[config.mk]
export PLATFORM = sky130hd
export DESIGN_NAME = ahb_gpio_pinmux
export DESIGN_NICKNAME = d
export VERILOG_FILES = /design/src/rtl/ahb_gpio_pinmux.sv
export SDC_FILE = /design/constraint.sdc
export NUM_CORES = 1
export LEC_CHECK = 0
export ABC_AREA = 1
export CAP_MARGIN = 40
export CORE_ASPECT_RATIO = 1.2
export CORE_MARGIN = 4
export CORE_UTILIZATION = 35
export CTS_BUF_LIST = sky130_fd_sc_hd__clkbuf_4 sky130_fd_sc_hd__clkbuf_8
export DETAILED_ROUTE_END_ITERATION = 7
export SYNTH_ARGS = -nofsm -noshare
export SYNTH_HDL_FRONTEND = slang
export SYNTH_SLANG_ARGS = --single-unit
[constraint.sdc]
create_clock -name HCLK -period 9.4 [get_ports HCLK]
set_input_delay 2.35 -clock HCLK [delete_from_list [all_inputs] [get_ports HCLK]]
set_output_delay 2.35 -clock HCLK [all_outputs]
set_load 0.1 [all_outputs]
[src/rtl/ahb_gpio_pinmux.sv]
// ---------------------------------------------------------------------------
// ahb_gpio_pinmux
// AHB-Lite slave GPIO controller with per-pin alternate-function muxing,
// input synchronisers and per-pin edge/level interrupts.
//
// Ports:
//   HCLK, HRESET            clock, asynchronous active-high reset
//   HSEL..HREADY            AHB-Lite slave inputs (zero wait state slave)
//   HREADYOUT, HRDATA, HRESP AHB-Lite slave outputs
//   PAD_IN                  raw (asynchronous) pad inputs
//   PAD_OUT, PAD_EN         pad output value / output enable after the mux
//   ALT_OUT, ALT_EN         alternate-function drivers, index pin*NUM_ALT+(f-1)
//   PIN_SYNC                synchronised pad inputs
//   PIN_IRQ, IRQ            registered per-pin interrupts and their OR
//
// Register map (byte offsets): 0x000 DATA, 0x004 DOUT, 0x008 OEN,
// 0x010 DOUTSET, 0x014 DOUTCLR, 0x020 INTEN, 0x024 INTTYPE, 0x028 INTPOL,
// 0x02C INTSTAT, 0x040+4k ALTSEL_k (4-bit select per pin, 8 pins per word).
// ---------------------------------------------------------------------------
module ahb_gpio_pinmux #(
   parameter int NUM_PINS    = 16,
   parameter int NUM_ALT     = 2,
   parameter int SYNC_STAGES = 2
) (
   input  logic                        HCLK,
   input  logic                        HRESET,
   input  logic                        HSEL,
   input  logic [11:0]                 HADDR,
   input  logic [1:0]                  HTRANS,
   input  logic [2:0]                  HSIZE,
   input  logic                        HWRITE,
   input  logic [31:0]                 HWDATA,
   input  logic                        HREADY,
   output logic                        HREADYOUT,
   output logic [31:0]                 HRDATA,
   output logic                        HRESP,
   input  logic [NUM_PINS-1:0]         PAD_IN,
   output logic [NUM_PINS-1:0]         PAD_OUT,
   output logic [NUM_PINS-1:0]         PAD_EN,
   input  logic [NUM_PINS*NUM_ALT-1:0] ALT_OUT,
   input  logic [NUM_PINS*NUM_ALT-1:0] ALT_EN,
   output logic [NUM_PINS-1:0]         PIN_SYNC,
   output logic [NUM_PINS-1:0]         PIN_IRQ,
   output logic                        IRQ
);

   // Word indices (byte offset / 4)
   localparam logic [9:0] W_DATA    = 10'h000;
   localparam logic [9:0] W_DOUT    = 10'h001;
   localparam logic [9:0] W_OEN     = 10'h002;
   localparam logic [9:0] W_DOUTSET = 10'h004;
   localparam logic [9:0] W_DOUTCLR = 10'h005;
   localparam logic [9:0] W_INTEN   = 10'h008;
   localparam logic [9:0] W_INTTYPE = 10'h009;
   localparam logic [9:0] W_INTPOL  = 10'h00A;
   localparam logic [9:0] W_INTSTAT = 10'h00B;

   // ---------------- bus address phase ----------------
   logic        accept;
   logic        wr_q, rd_q, size_ok_q;
   logic [11:0] addr_q;
   logic [9:0]  sel_word;
   logic        wr_ok;
   logic        unused_ok;

   assign accept    = HSEL & HREADY & HTRANS[1];
   assign unused_ok = &{1'b0, HTRANS[0]};

   always_ff @(posedge HCLK or posedge HRESET) begin
      if (HRESET) begin
         wr_q      <= 1'b0;
         rd_q      <= 1'b0;
         size_ok_q <= 1'b0;
         addr_q    <= '0;
      end else if (HREADY) begin
         wr_q      <= accept & HWRITE;
         rd_q      <= accept & ~HWRITE;
         size_ok_q <= (HSIZE == 3'b010);
         addr_q    <= HADDR;
      end
   end

   // Unaligned addresses map to an unused word so they decode as unmapped.
   assign sel_word = (addr_q[1:0] == 2'b00) ? addr_q[11:2] : 10'h3FF;
   assign wr_ok    = wr_q & size_ok_q;

   // ---------------- input synchroniser (shift chain) ----------------
   logic [SYNC_STAGES*NUM_PINS-1:0] sync_q;
   logic [NUM_PINS-1:0]             pin_sync;

   always_ff @(posedge HCLK or posedge HRESET) begin
      if (HRESET) sync_q <= '0;
      else        sync_q <= {sync_q[(SYNC_STAGES-1)*NUM_PINS-1:0], PAD_IN};
   end

   assign pin_sync = sync_q[SYNC_STAGES*NUM_PINS-1 -: NUM_PINS];
   assign PIN_SYNC = pin_sync;

   // ---------------- GPIO / interrupt registers ----------------
   logic [NUM_PINS-1:0] dout_q, dout_d, oen_q, oen_d;
   logic [NUM_PINS-1:0] inten_q, inten_d, inttype_q, inttype_d, intpol_q, intpol_d;
   logic [NUM_PINS-1:0] edge_q, edge_d, prev_q, pin_irq_q, status;
   logic [NUM_PINS-1:0] wdat, w1c, rise, fall, edge_set;
   logic [4*NUM_PINS-1:0] altsel_q, altsel_d;

   assign wdat = HWDATA[NUM_PINS-1:0];

   always_comb begin
      dout_d    = dout_q;
      oen_d     = oen_q;
      inten_d   = inten_q;
      inttype_d = inttype_q;
      intpol_d  = intpol_q;
      if (wr_ok) begin
         case (sel_word)
            W_DOUT:    dout_d    = wdat;
            W_OEN:     oen_d     = wdat;
            W_DOUTSET: dout_d    = dout_q | wdat;
            W_DOUTCLR: dout_d    = dout_q & ~wdat;
            W_INTEN:   inten_d   = wdat;
            W_INTTYPE: inttype_d = wdat;
            W_INTPOL:  intpol_d  = wdat;
            default:   ;
         endcase
      end
   end

   assign rise     = pin_sync & ~prev_q;
   assign fall     = ~pin_sync & prev_q;
   assign w1c      = (wr_ok && sel_word == W_INTSTAT) ? wdat : '0;
   assign edge_set = inten_q & inttype_q & ((intpol_q & rise) | (~intpol_q & fall));
   // Set is OR-ed in after the clear so a coincident edge wins; the final mask
   // drops latched edges on disabled pins and on pins switched to level mode.
   assign edge_d   = ((edge_q & ~w1c) | edge_set) & inten_q & inttype_q;
   assign status   = inten_q & ((inttype_q & edge_q) |
                                (~inttype_q & ~(pin_sync ^ intpol_q)));

   always_ff @(posedge HCLK or posedge HRESET) begin
      if (HRESET) begin
         dout_q    <= '0;
         oen_q     <= '0;
         inten_q   <= '0;
         inttype_q <= '0;
         intpol_q  <= '0;
         edge_q    <= '0;
         prev_q    <= '0;
         pin_irq_q <= '0;
         altsel_q  <= '0;
      end else begin
         dout_q    <= dout_d;
         oen_q     <= oen_d;
         inten_q   <= inten_d;
         inttype_q <= inttype_d;
         intpol_q  <= intpol_d;
         edge_q    <= edge_d;
         prev_q    <= pin_sync;
         pin_irq_q <= status;
         altsel_q  <= altsel_d;
      end
   end

   assign PIN_IRQ = pin_irq_q;
   assign IRQ     = |pin_irq_q;

   // ---------------- ALTSEL registers and pad mux ----------------
   logic [NUM_PINS*NUM_ALT-1:0] alt_hit;
   logic [127:0]                asel_all;   // select fields of all 32 possible pins
   logic [31:0]                 asel_rd;

   for (genvar gi = 0; gi < NUM_PINS; gi++) begin : g_pin
      logic alt_sel;

      assign altsel_d[4*gi +: 4] = (wr_ok && sel_word == 10'(16 + gi / 8)) ?
                                   HWDATA[4*(gi % 8) +: 4] : altsel_q[4*gi +: 4];

      for (genvar fi = 0; fi < NUM_ALT; fi++) begin : g_fn
         assign alt_hit[gi*NUM_ALT + fi] = (altsel_q[4*gi +: 4] == 4'(fi + 1));
      end

      // No hit means select 0 or out of range: the pin stays GPIO.
      assign alt_sel     = |alt_hit[gi*NUM_ALT +: NUM_ALT];
      assign PAD_OUT[gi] = alt_sel ? |(alt_hit[gi*NUM_ALT +: NUM_ALT] & ALT_OUT[gi*NUM_ALT +: NUM_ALT])
                                   : dout_q[gi];
      assign PAD_EN[gi]  = alt_sel ? |(alt_hit[gi*NUM_ALT +: NUM_ALT] & ALT_EN[gi*NUM_ALT +: NUM_ALT])
                                   : oen_q[gi];
   end

   for (genvar gi = 0; gi < 32; gi++) begin : g_asel_rd
      if (gi < NUM_PINS) begin : g_real
         assign asel_all[4*gi +: 4] = altsel_q[4*gi +: 4];
      end else begin : g_absent
         assign asel_all[4*gi +: 4] = 4'h0;
      end
   end

   assign asel_rd = asel_all[{sel_word[1:0], 5'b00000} +: 32];

   // ---------------- read data ----------------
   logic [31:0] rdata;

   always_comb begin
      rdata = '0;
      case (sel_word)
         W_DATA:    rdata = 32'(pin_sync);
         W_DOUT:    rdata = 32'(dout_q);
         W_OEN:     rdata = 32'(oen_q);
         W_INTEN:   rdata = 32'(inten_q);
         W_INTTYPE: rdata = 32'(inttype_q);
         W_INTPOL:  rdata = 32'(intpol_q);
         W_INTSTAT: rdata = 32'(status);
         default:   if (sel_word[9:2] == 8'h04) rdata = asel_rd;
      endcase
   end

   assign HRDATA    = rd_q ? rdata : 32'h0;
   assign HREADYOUT = 1'b1;
   assign HRESP     = 1'b0;

endmodule
==> results of run 1 <==
## routing by layer
layer  up-vias  part of all wire, %  GRT usage [%]
met2       439                   46          34.48
met3        97                  7.2          4.171
met1      5635                   43          28.60
met4         0                  4.0          8.860
met5         -                    0              0
li1       5728                    -              -
## final timing paths
| kind | from | to | cells past startpoint |
|---|---|---|---|
| max in group asynchronous | HRESET | sync_q[14]$_DFF_PP0_ | 3 |
| hold reg to reg | sync_q[14]$_DFF_PP0_ | sync_q[30]$_DFF_PP0_ | 0 |
| hold / removal | sync_q[14]$_DFF_PP0_ | sync_q[30]$_DFF_PP0_ | 0 |
| min in group asynchronous | HRESET | size_ok_q$_DFFE_PP0P_ | 2 |
| setup reg to reg | addr_q[0]$_DFFE_PP0P_ | dout_q[4]$_DFFE_PP0P_ | 11 |
| setup / recovery | addr_q[0]$_DFFE_PP0P_ | HRDATA[8] | 14 |
## logic make-up after synthesis
logic type      Yosys count  synth area share (%)
other cells               2               0.06260
buf+inv                 261                 9.021
mux                       6                0.5631
flops                   239                 49.85
compound gates          257                 11.69
simple gates            783                 28.81
## layout make-up
type,instances,share of cell area [%]
sequential,239,34.75
multi-input combinational,1048,28.73
timing repair buffer,347,24.34
clock buffer,63,4.675
inverter,175,3.861
tap,456,3.315
clock inverter,10,0.2908
antenna,2,0.02908
## cells in the mapped netlist (10+ instances only)
| cell | n |
|---|---|
| nand3_1 | 108 |
| nand2_1 | 414 |
| buf_4 | 20 |
| dfrtp_1 | 239 |
| buf_2 | 22 |
| inv_1 | 171 |
| nand4_1 | 100 |
| nor3_1 | 17 |
| a22oi_1 | 16 |
| nor4_1 | 12 |
| clkbuf_1 | 42 |
| o21ai_1 | 26 |
| nor2_1 | 116 |
| a21oi_1 | 16 |
| o21ai_0 | 172 |
| o22ai_1 | 10 |
## power breakdown
group | switching [mW] | internal [mW]
Sequential | 0.0130 | 1.05
Clock | 0.433 | 0.546
Combinational | 0.119 | 0.0846
## flip-flops by register name, indices dropped and copies added, names as in the netlist, 12 cells and up
| name | flops |
|---|---|
| PIN_IRQ | 16 |
| addr_q | 12 |
| altsel_q | 64 |
| dout_q | 16 |
| edge_q | 16 |
| inten_q | 16 |
| intpol_q | 16 |
| inttype_q | 16 |
| oen_q | 16 |
| prev_q | 16 |
| sync_q | 32 |
## per-stage QoR
step | setup WS (ns) | hold WS, ns
2_1_floorplan | 0.4902 | 0.3312
3_3_place_gp | 2.745 | 0.3321
3_5_place_dp | 3.131 | 0.3347
4_1_cts | 2.535 | 0.3477
5_1_grt | 2.345 | 0.3517
6_report | 2.555 | 0.3460
==> impl_metrics.env, run 1 <==
export IMPL_status="completed"
export IMPL_regArea_mm2=0.005981
export IMPL_maxSlewViolCount=0
export IMPL_dieArea_mm2=0.03732
export IMPL_cts_tree="done"
export IMPL_cts_setup_buffers=0
export IMPL_utilization_pct=50.64
export IMPL_worstHoldPathType="reg -> reg"
export IMPL_final_nets=1988
export IMPL_antenna_found_initial=2
export IMPL_crit_chain="nor2_4 -> nand3_1 -> nor2_4 -> buf_4 -> nand3_2 -> nand2_1 -> nor2_1 -> nand2_4 -> nand2_2 -> nand2_1 -> nand2_1 -> inv_1 -> clkdlybuf4s50_1 -> buf_8"
export IMPL_total_power_mw=2.241
export IMPL_p_leak_nw=8.427
export IMPL_path_class="reg -> out"
export IMPL_firstDrtPassIters=5
export IMPL_synth_top_area_share_pct=49.85
export IMPL_grt_pass1_vias=11816
export IMPL_vias=11899
export IMPL_initial_core_util_pct=35.31
export IMPL_final_hold_violation_count=0
export IMPL_ys_async_sr_fraction_pct=100.0
export IMPL_syn_inst=1548
export IMPL_multiInputGateArea_mm2=0.004945
export IMPL_port_buffers=229
export IMPL_grt_overflow_total=0
export IMPL_numCtsBuffers=43
export IMPL_worstSkewPairLatency_ns=0.56
export IMPL_ys_warn_count=0
export IMPL_place_gp_congestion=0.8540
export IMPL_clockBufferDepth=3
export IMPL_synth_area_leaders="dfrtp_1 (50%), nand2_1 (13%), o21ai_0 (7.2%), inv_1 (5.3%), nand4_1 (5.2%)"
export IMPL_timing_setup_tns_ns=0
export IMPL_place_area_mm2=0.01634
export IMPL_num_io_pins=233
export IMPL_layout_common_cells="nand2_1 (414), dfrtp_1 (239), clkdlybuf4s50_1 (229)"
export IMPL_cts_root_buffer="clkbuf_8"
export IMPL_max_slew_margin_rel_pct=43.17
export IMPL_synth_area_per_cell_um2=7.750
export IMPL_ys_seq_area_share_pct=49.85
export IMPL_drive_above_1_share_pct=11.42
export IMPL_wl_um=40560
export IMPL_cts_hold_buf=0
export IMPL_worst_pin_slew_ns=0.8525
export IMPL_maxCapViolations=0
export IMPL_synthDistinctLibCells=31
export IMPL_slowest_delay_ns=0.54
export IMPL_post_route_period_util_pct=72.82
export IMPL_clock_skew_final_ns=0.01711
export IMPL_rsz0062_at_grt="no"
export IMPL_stdcell_area_mm2=0.01721
export IMPL_critPathBufInv=4
export IMPL_area_growth_pct=43.44
export IMPL_synth_edff_count=0
export IMPL_cts_max_level=2
export IMPL_endpoint_kind="output pin"
export IMPL_cts_resized=0
export IMPL_fin_cells=2340
export IMPL_placeableCoreArea_mm2=0.03398
export IMPL_power_density_mw_per_mm2=130.2
export IMPL_cp_top_family="simple AND/OR/NAND/NOR gates"
export IMPL_critPathMaxFanout=29
export IMPL_placed_cells=2264
export IMPL_cp_data_required_time_ns=7.05
export IMPL_wire_per_inst_um=17.33
export IMPL_nFillCells=3197
export IMPL_finalSetupViolCount=0
export IMPL_dpl_hpwl_um=29120
export IMPL_yosys_most_used_dff="dfrtp_1"
export IMPL_grt_usage_pct=21.46
export IMPL_viasPerCell=5.085
export IMPL_clkSinkCount=239
export IMPL_max_freq_mhz=146.1
export IMPL_rrSetupSlack_ns=6.48
export IMPL_cts_clk_slew_worst_paths_ns=0.06
export IMPL_crit_path_frequent_cell="nand2_1"
export IMPL_syn_nets=1682
export IMPL_ys_ff_latch=239
export IMPL_grt_pass1_wl_um=63880
export IMPL_die_y_um=210.8
export IMPL_die_w_um=177.0
export IMPL_route_detailed_drc=0
export IMPL_drt_initial_drc_count=789
export IMPL_finalCriticalPeriod_ns=6.846
export IMPL_synth_top_area_cell="dfrtp_1"
export IMPL_layout_commonest_cell="nand2_1"
export IMPL_vdd_drop_max_mv=0.07538
export IMPL_cp_arrival_ns=4.50
export IMPL_num_rows=74
export IMPL_antenna_left=0
export IMPL_crit_slowest_cell="nor2_4"
export IMPL_syn_area_mm2=0.01200
export IMPL_start_kind="flop"
export IMPL_grt_max_degree=152
Power figures use the tool's default switching activity.
==> run 2: changes to the inputs <==
clock period = 6.6 ns   (was 9.4 ns; I/O delays follow)
==> impl_metrics.env, run 2 (same netlist as run 1, synthesis figures left out) <==
export IMPL_place_gp_congestion=0.8339
export IMPL_p_sw_uw=818.1
export IMPL_antenna_found_initial=1
export IMPL_power_density_mw_per_mm2=198.4
export IMPL_rsz0062_at_grt="no"
export IMPL_dpl_hpwl_um=29050
export IMPL_worstSetupStartpoint="addr_q[0]$_DFFE_PP0P_"
export IMPL_largest_reg_flops=64
export IMPL_grt_usage_pct=21.38
export IMPL_utilization_pct=48.64
export IMPL_fin_ws_ns=1.119
export IMPL_worstSkewPairLatency_ns=0.56
export IMPL_clock_skew_final_ns=0.01900
export IMPL_largest_register="altsel_q"
export IMPL_crit_path_end="HRDATA[7]"
export IMPL_drive_above_1_share_pct=11.78
export IMPL_max_slew_margin_rel_pct=44.78
export IMPL_layout_commonest_cell="nand2_1"
export IMPL_start_kind="flop"
export IMPL_cts_clk_slew_worst_paths_ns=0.06
export IMPL_internal_power_mw=2.461
export IMPL_critPathMaxFanout=50
export IMPL_viasPerCell=5.127
export IMPL_grt_overflow_total=0
export IMPL_wire_per_inst_um=17.61
export IMPL_stdcell_area_mm2=0.01653
export IMPL_clkSinkCount=239
export IMPL_finalSetupViolCount=0
export IMPL_place_area_mm2=0.01561
export IMPL_finalCriticalPeriod_ns=5.481
export IMPL_layout_common_cells="nand2_1 (414), dfrtp_1 (239), clkdlybuf4s50_1 (195)"
export IMPL_worstHoldPathType="reg -> reg"
export IMPL_initial_core_util_pct=35.31
export IMPL_antenna_left=0
export IMPL_clockBufferDepth=3
export IMPL_cts_setup_buffers=0
export IMPL_rrSetupSlack_ns=3.67
export IMPL_maxSlewViolCount=0
export IMPL_port_buffers=229
export IMPL_cp_arrival_ns=3.83
export IMPL_timing_setup_tns_ns=0
export IMPL_pwr_share_comb_pct=8.9
export IMPL_wl_met1_um=17350
export IMPL_final_nets=1955
export IMPL_total_power_mw=3.279
export IMPL_worst_pin_slew_ns=0.8283
export IMPL_top_layer="met4"
export IMPL_switching_share_pct=24.95
export IMPL_wl_um=40670
export IMPL_placeableCoreArea_mm2=0.03398
export IMPL_drt_initial_drc_count=806
export IMPL_cts_hold_buf=0
export IMPL_wl_met2_um=18720
export IMPL_status="completed"
export IMPL_p_leak_nw=8.230
export IMPL_cts_max_level=2
export IMPL_reg2reg_from="addr_q[0]$_DFFE_PP0P_"
export IMPL_path_class="reg -> out"
export IMPL_hold_slack_ns=0.3449
export IMPL_place_ws_ns=1.727
export IMPL_seqPwrFrac_pct=46.0
export IMPL_grt_pass1_vias=11538
export IMPL_area_growth_pct=37.75
export IMPL_die_y_um=210.8
export IMPL_cts_tree="done"
export IMPL_post_route_period_util_pct=83.05
export IMPL_num_io_pins=233
export IMPL_wl_met3_um=3208
export IMPL_route_detailed_drc=0
export IMPL_dieArea_mm2=0.03732
export IMPL_vias=11839
export IMPL_endpoint_kind="output pin"
export IMPL_r2r_cells=11
export IMPL_power_clock_fraction_pct=45.2
export IMPL_vdd_drop_max_mv=0.09571
export IMPL_cts_resized=0
export IMPL_max_freq_mhz=182.4
export IMPL_cp_data_required_time_ns=4.95
export IMPL_placed_cells=2234
export IMPL_fin_cells=2309
export IMPL_worst_r2r_endpoint="dout_q[11]$_DFFE_PP0P_"
export IMPL_num_rows=74
export IMPL_nFillCells=3243
export IMPL_reg_largest_list="altsel_q: 64 flops, sync_q: 32 flops"
export IMPL_grt_pass1_wl_um=63570
export IMPL_firstDrtPassIters=5
export IMPL_numCtsBuffers=41
export IMPL_cts_root_buffer="clkbuf_8"
export IMPL_die_w_um=177.0
export IMPL_final_hold_violation_count=0
export IMPL_grt_max_degree=141
export IMPL_maxCapViolations=0
==> run 2: cell types whose count changed in the layout (fill, tap and decap cells not counted), moves of 2 or more <==
cell,change
buf_16,-14
buf_4,+37
buf_8,-18
clkbuf_4,-2
clkbuf_8,+4
clkdlybuf4s50_1,-34
clkinv_2,-4
clkinvlp_4,+2
==> run 2: how the worst min path moves through the flow <==
stage / startpoint / to / slack, ns / cells after the start
final: sync_q[2]$_DFF_PP0_ / sync_q[18]$_DFF_PP0_ / 0.34 / 0
after global routing: sync_q[3]$_DFF_PP0_ / sync_q[19]$_DFF_PP0_ / 0.35 / 0
after CTS: sync_q[2]$_DFF_PP0_ / sync_q[18]$_DFF_PP0_ / 0.35 / 0
after detailed placement: sync_q[0]$_DFF_PP0_ / sync_q[16]$_DFF_PP0_ / 0.33 / 0
after global placement: sync_q[2]$_DFF_PP0_ / sync_q[18]$_DFF_PP0_ / 0.33 / 0
after floorplan: sync_q[0]$_DFF_PP0_ / sync_q[16]$_DFF_PP0_ / 0.33 / 0
==> run 2: layer usage <==
metal / vias to the layer above / global-route usage, %
li1: 5667 / -
met1: 5588 / 28.48
met2: 492 / 34.70
met3: 92 / 4.547
met4: 0 / 7.499
met5: - / 0
==> run 2: area by class of cell <==
class	instances	area [um^2]	share of cell area, %
inverters	175	660.6	3.997
multi-input cells	1048	4945	29.92
clock buffers	65	844.6	5.110
repair buffers	316	3453	20.89
flip-flops and latches	239	5981	36.19
diodes	2	5.005	0.03028
well taps	456	570.5	3.452
clock inverters	8	67.56	0.4088
==> run 2: worst max-delay path: stages (launching register included) <==
cell     delay (ns)
dfrtp_1        0.40
nor2_4         0.25
nand3_1        0.16
nor2_4         0.39
buf_4          0.52
nand3_1        0.17
nand2_1        0.09
nor2_1         0.08
nand2_4        0.25
nand2_2        0.29
nand2_1        0.16
nand2_1        0.14
inv_1          0.08
buf_4          0.28
==> run 2: power by group through the flow <==
stage	sequential, mW	clock [mW]	combinational, mW
5_1_grt	1.51	1.59	0.313
6_report	1.51	1.48	0.291
3_5_place_dp	1.53	0	0.293
4_1_cts	1.51	1.52	0.294
3_3_place_gp	1.53	0	0.273
2_1_floorplan	1.53	0	0.150
==> run 3: changes to the inputs <==
clock period = 5.3 ns   (was 6.6 ns; I/O delays follow)
==> impl_metrics.env, run 3 (same netlist as run 1, synthesis figures left out) <==
export IMPL_cts_root_buffer="clkbuf_8"
export IMPL_cts_tree="done"
export IMPL_clock_skew_final_ns=0.02648
export IMPL_drive_above_1_share_pct=12.31
export IMPL_reg2reg_from="addr_q[0]$_DFFE_PP0P_"
export IMPL_largest_register="altsel_q"
export IMPL_drt_initial_drc_count=820
export IMPL_largest_reg_flops=64
export IMPL_placed_cells=2206
export IMPL_place_area_mm2=0.01524
export IMPL_endpoint_kind="output pin"
export IMPL_initial_core_util_pct=35.31
export IMPL_power_density_mw_per_mm2=258.5
export IMPL_worstSetupStartpoint="addr_q[0]$_DFFE_PP0P_"
export IMPL_num_io_pins=233
export IMPL_final_hold_violation_count=0
export IMPL_worstSkewPairLatency_ns=0.56
export IMPL_place_gp_congestion=0.8851
export IMPL_hp_start="sync_q[1]$_DFF_PP0_"
export IMPL_route_detailed_drc=0
export IMPL_grt_pass1_vias=11398
export IMPL_cp_data_required_time_ns=3.97
export IMPL_max_freq_mhz=203.2
export IMPL_grt_usage_pct=20.99
export IMPL_status="completed"
export IMPL_dpl_hpwl_um=29070
export IMPL_numCtsBuffers=43
export IMPL_rrSetupSlack_ns=2.32
export IMPL_maxSlewViolCount=0
export IMPL_utilization_pct=47.76
export IMPL_fin_cells=2287
export IMPL_area_growth_pct=35.26
export IMPL_viasPerCell=5.079
export IMPL_worstHoldPathType="reg -> reg"
export IMPL_wl_um=39620
export IMPL_path_class="reg -> out"
export IMPL_grt_max_degree=159
export IMPL_vias=11616
export IMPL_cts_max_level=2
export IMPL_firstDrtPassIters=5
export IMPL_port_buffers=229
export IMPL_grt_overflow_total=0
export IMPL_rsz0062_at_grt="no"
export IMPL_cts_setup_buffers=0
export IMPL_critPathMaxFanout=27
export IMPL_grt_pass1_wl_um=62290
export IMPL_placeableCoreArea_mm2=0.03398
export IMPL_num_rows=74
export IMPL_clockBufferDepth=3
export IMPL_post_route_period_util_pct=92.85
export IMPL_wire_per_inst_um=17.32
export IMPL_dieArea_mm2=0.03732
export IMPL_finalSetupViolCount=0
export IMPL_antenna_found_initial=2
export IMPL_antenna_left=0
export IMPL_layout_commonest_cell="nand2_1"
export IMPL_vdd_drop_max_mv=0.1107
export IMPL_die_y_um=210.8
export IMPL_final_nets=1929
export IMPL_layout_common_cells="nand2_1 (414), dfrtp_1 (239), o21ai_0 (172)"
export IMPL_cts_hold_buf=0
export IMPL_cts_clk_slew_worst_paths_ns=0.06
export IMPL_clkSinkCount=239
export IMPL_stdcell_area_mm2=0.01623
export IMPL_p_leak_nw=8.106
export IMPL_worst_pin_slew_ns=0.9024
export IMPL_reg_largest_list="altsel_q: 64 flops, sync_q: 32 flops"
export IMPL_cts_resized=0
export IMPL_finalCriticalPeriod_ns=4.921
export IMPL_maxCapViolations=0
export IMPL_cp_arrival_ns=3.60
export IMPL_start_kind="flop"
export IMPL_max_slew_margin_rel_pct=39.67
export IMPL_die_w_um=177.0
## run 3: changes by cell type in the layout (fill, tap and decap cells not counted), moves of 4 or more
cell | before | now
clkdlybuf4s50_1 | 195 | 165
buf_8 | 61 | 34
buf_12 | 1 | 18
buf_4 | 52 | 69
o311ai_0 | 8 | 2
o311ai_1 | 0 | 6
buf_16 | 6 | 1
clkinv_2 | 6 | 10
## run 3: layout make-up
class	instances	area [um^2]
well taps	456	570.5
fillers	3307	17750
clock buffers	65	844.6
flip-flops and latches	239	5981
clock inverters	13	140.1
repair buffers	288	3079
diodes	3	7.507
multi-input cells	1048	4945
inverters	175	660.6
## run 3: power breakdown
part           internal (mW)  leakage [nW]  switching (mW)
clock                   1.17         0.528           0.788
sequential              1.85          2.37          0.0222
combinational          0.154          5.21           0.210
total                   3.17          8.11            1.02
## run 3: critical path, cell delays in order (launching register included)
cell and delay, ns:
dfrtp_1 0.40, nor2_4 0.24, nand3_1 0.16, nor2_4 0.52, buf_4 0.34, nand3_1 0.13, nand2_1 0.10, nor2_1 0.06
nand2_4 0.23, nand2_2 0.27, nand2_1 0.19, nand2_1 0.10, inv_1 0.12, buf_12 0.18
## run 3: worst paths after layout
check,end,depth (start not counted)
worst max-delay path,HRDATA[6],13
worst min-delay path,sync_q[17]$_DFF_PP0_,0
worst max register to register,dout_q[8]$_DFFE_PP0P_,7
worst min register to register,sync_q[17]$_DFF_PP0_,0
max in group asynchronous,altsel_q[33]$_DFFE_PP0P_,3
min in group asynchronous,sync_q[30]$_DFF_PP0_,3
## run 3: per-layer routing
metal,vias up,track usage (%),wire (um)
li1,5628,-,-
met1,5496,27.34,16620
met2,422,34.57,18820
met3,70,4.619,2954
met4,0,7.579,1216
met5,-,0,0
## run 3: stage by stage
stage | setup TNS, ns | hold WS [ns] | total power [mW] | worst slack [ns]
final | 0 | 0.3404 | 4.195 | 0.3791
after global routing | 0 | 0.3464 | 4.354 | 0.1329
after detailed placement | 0 | 0.3356 | 2.276 | 0.9539
after global placement | 0 | 0.3328 | 2.252 | 0.9732
after floorplan | -0.1125 | 0.3312 | 2.091 | -0.05624
after CTS | 0 | 0.3358 | 4.243 | 0.3442
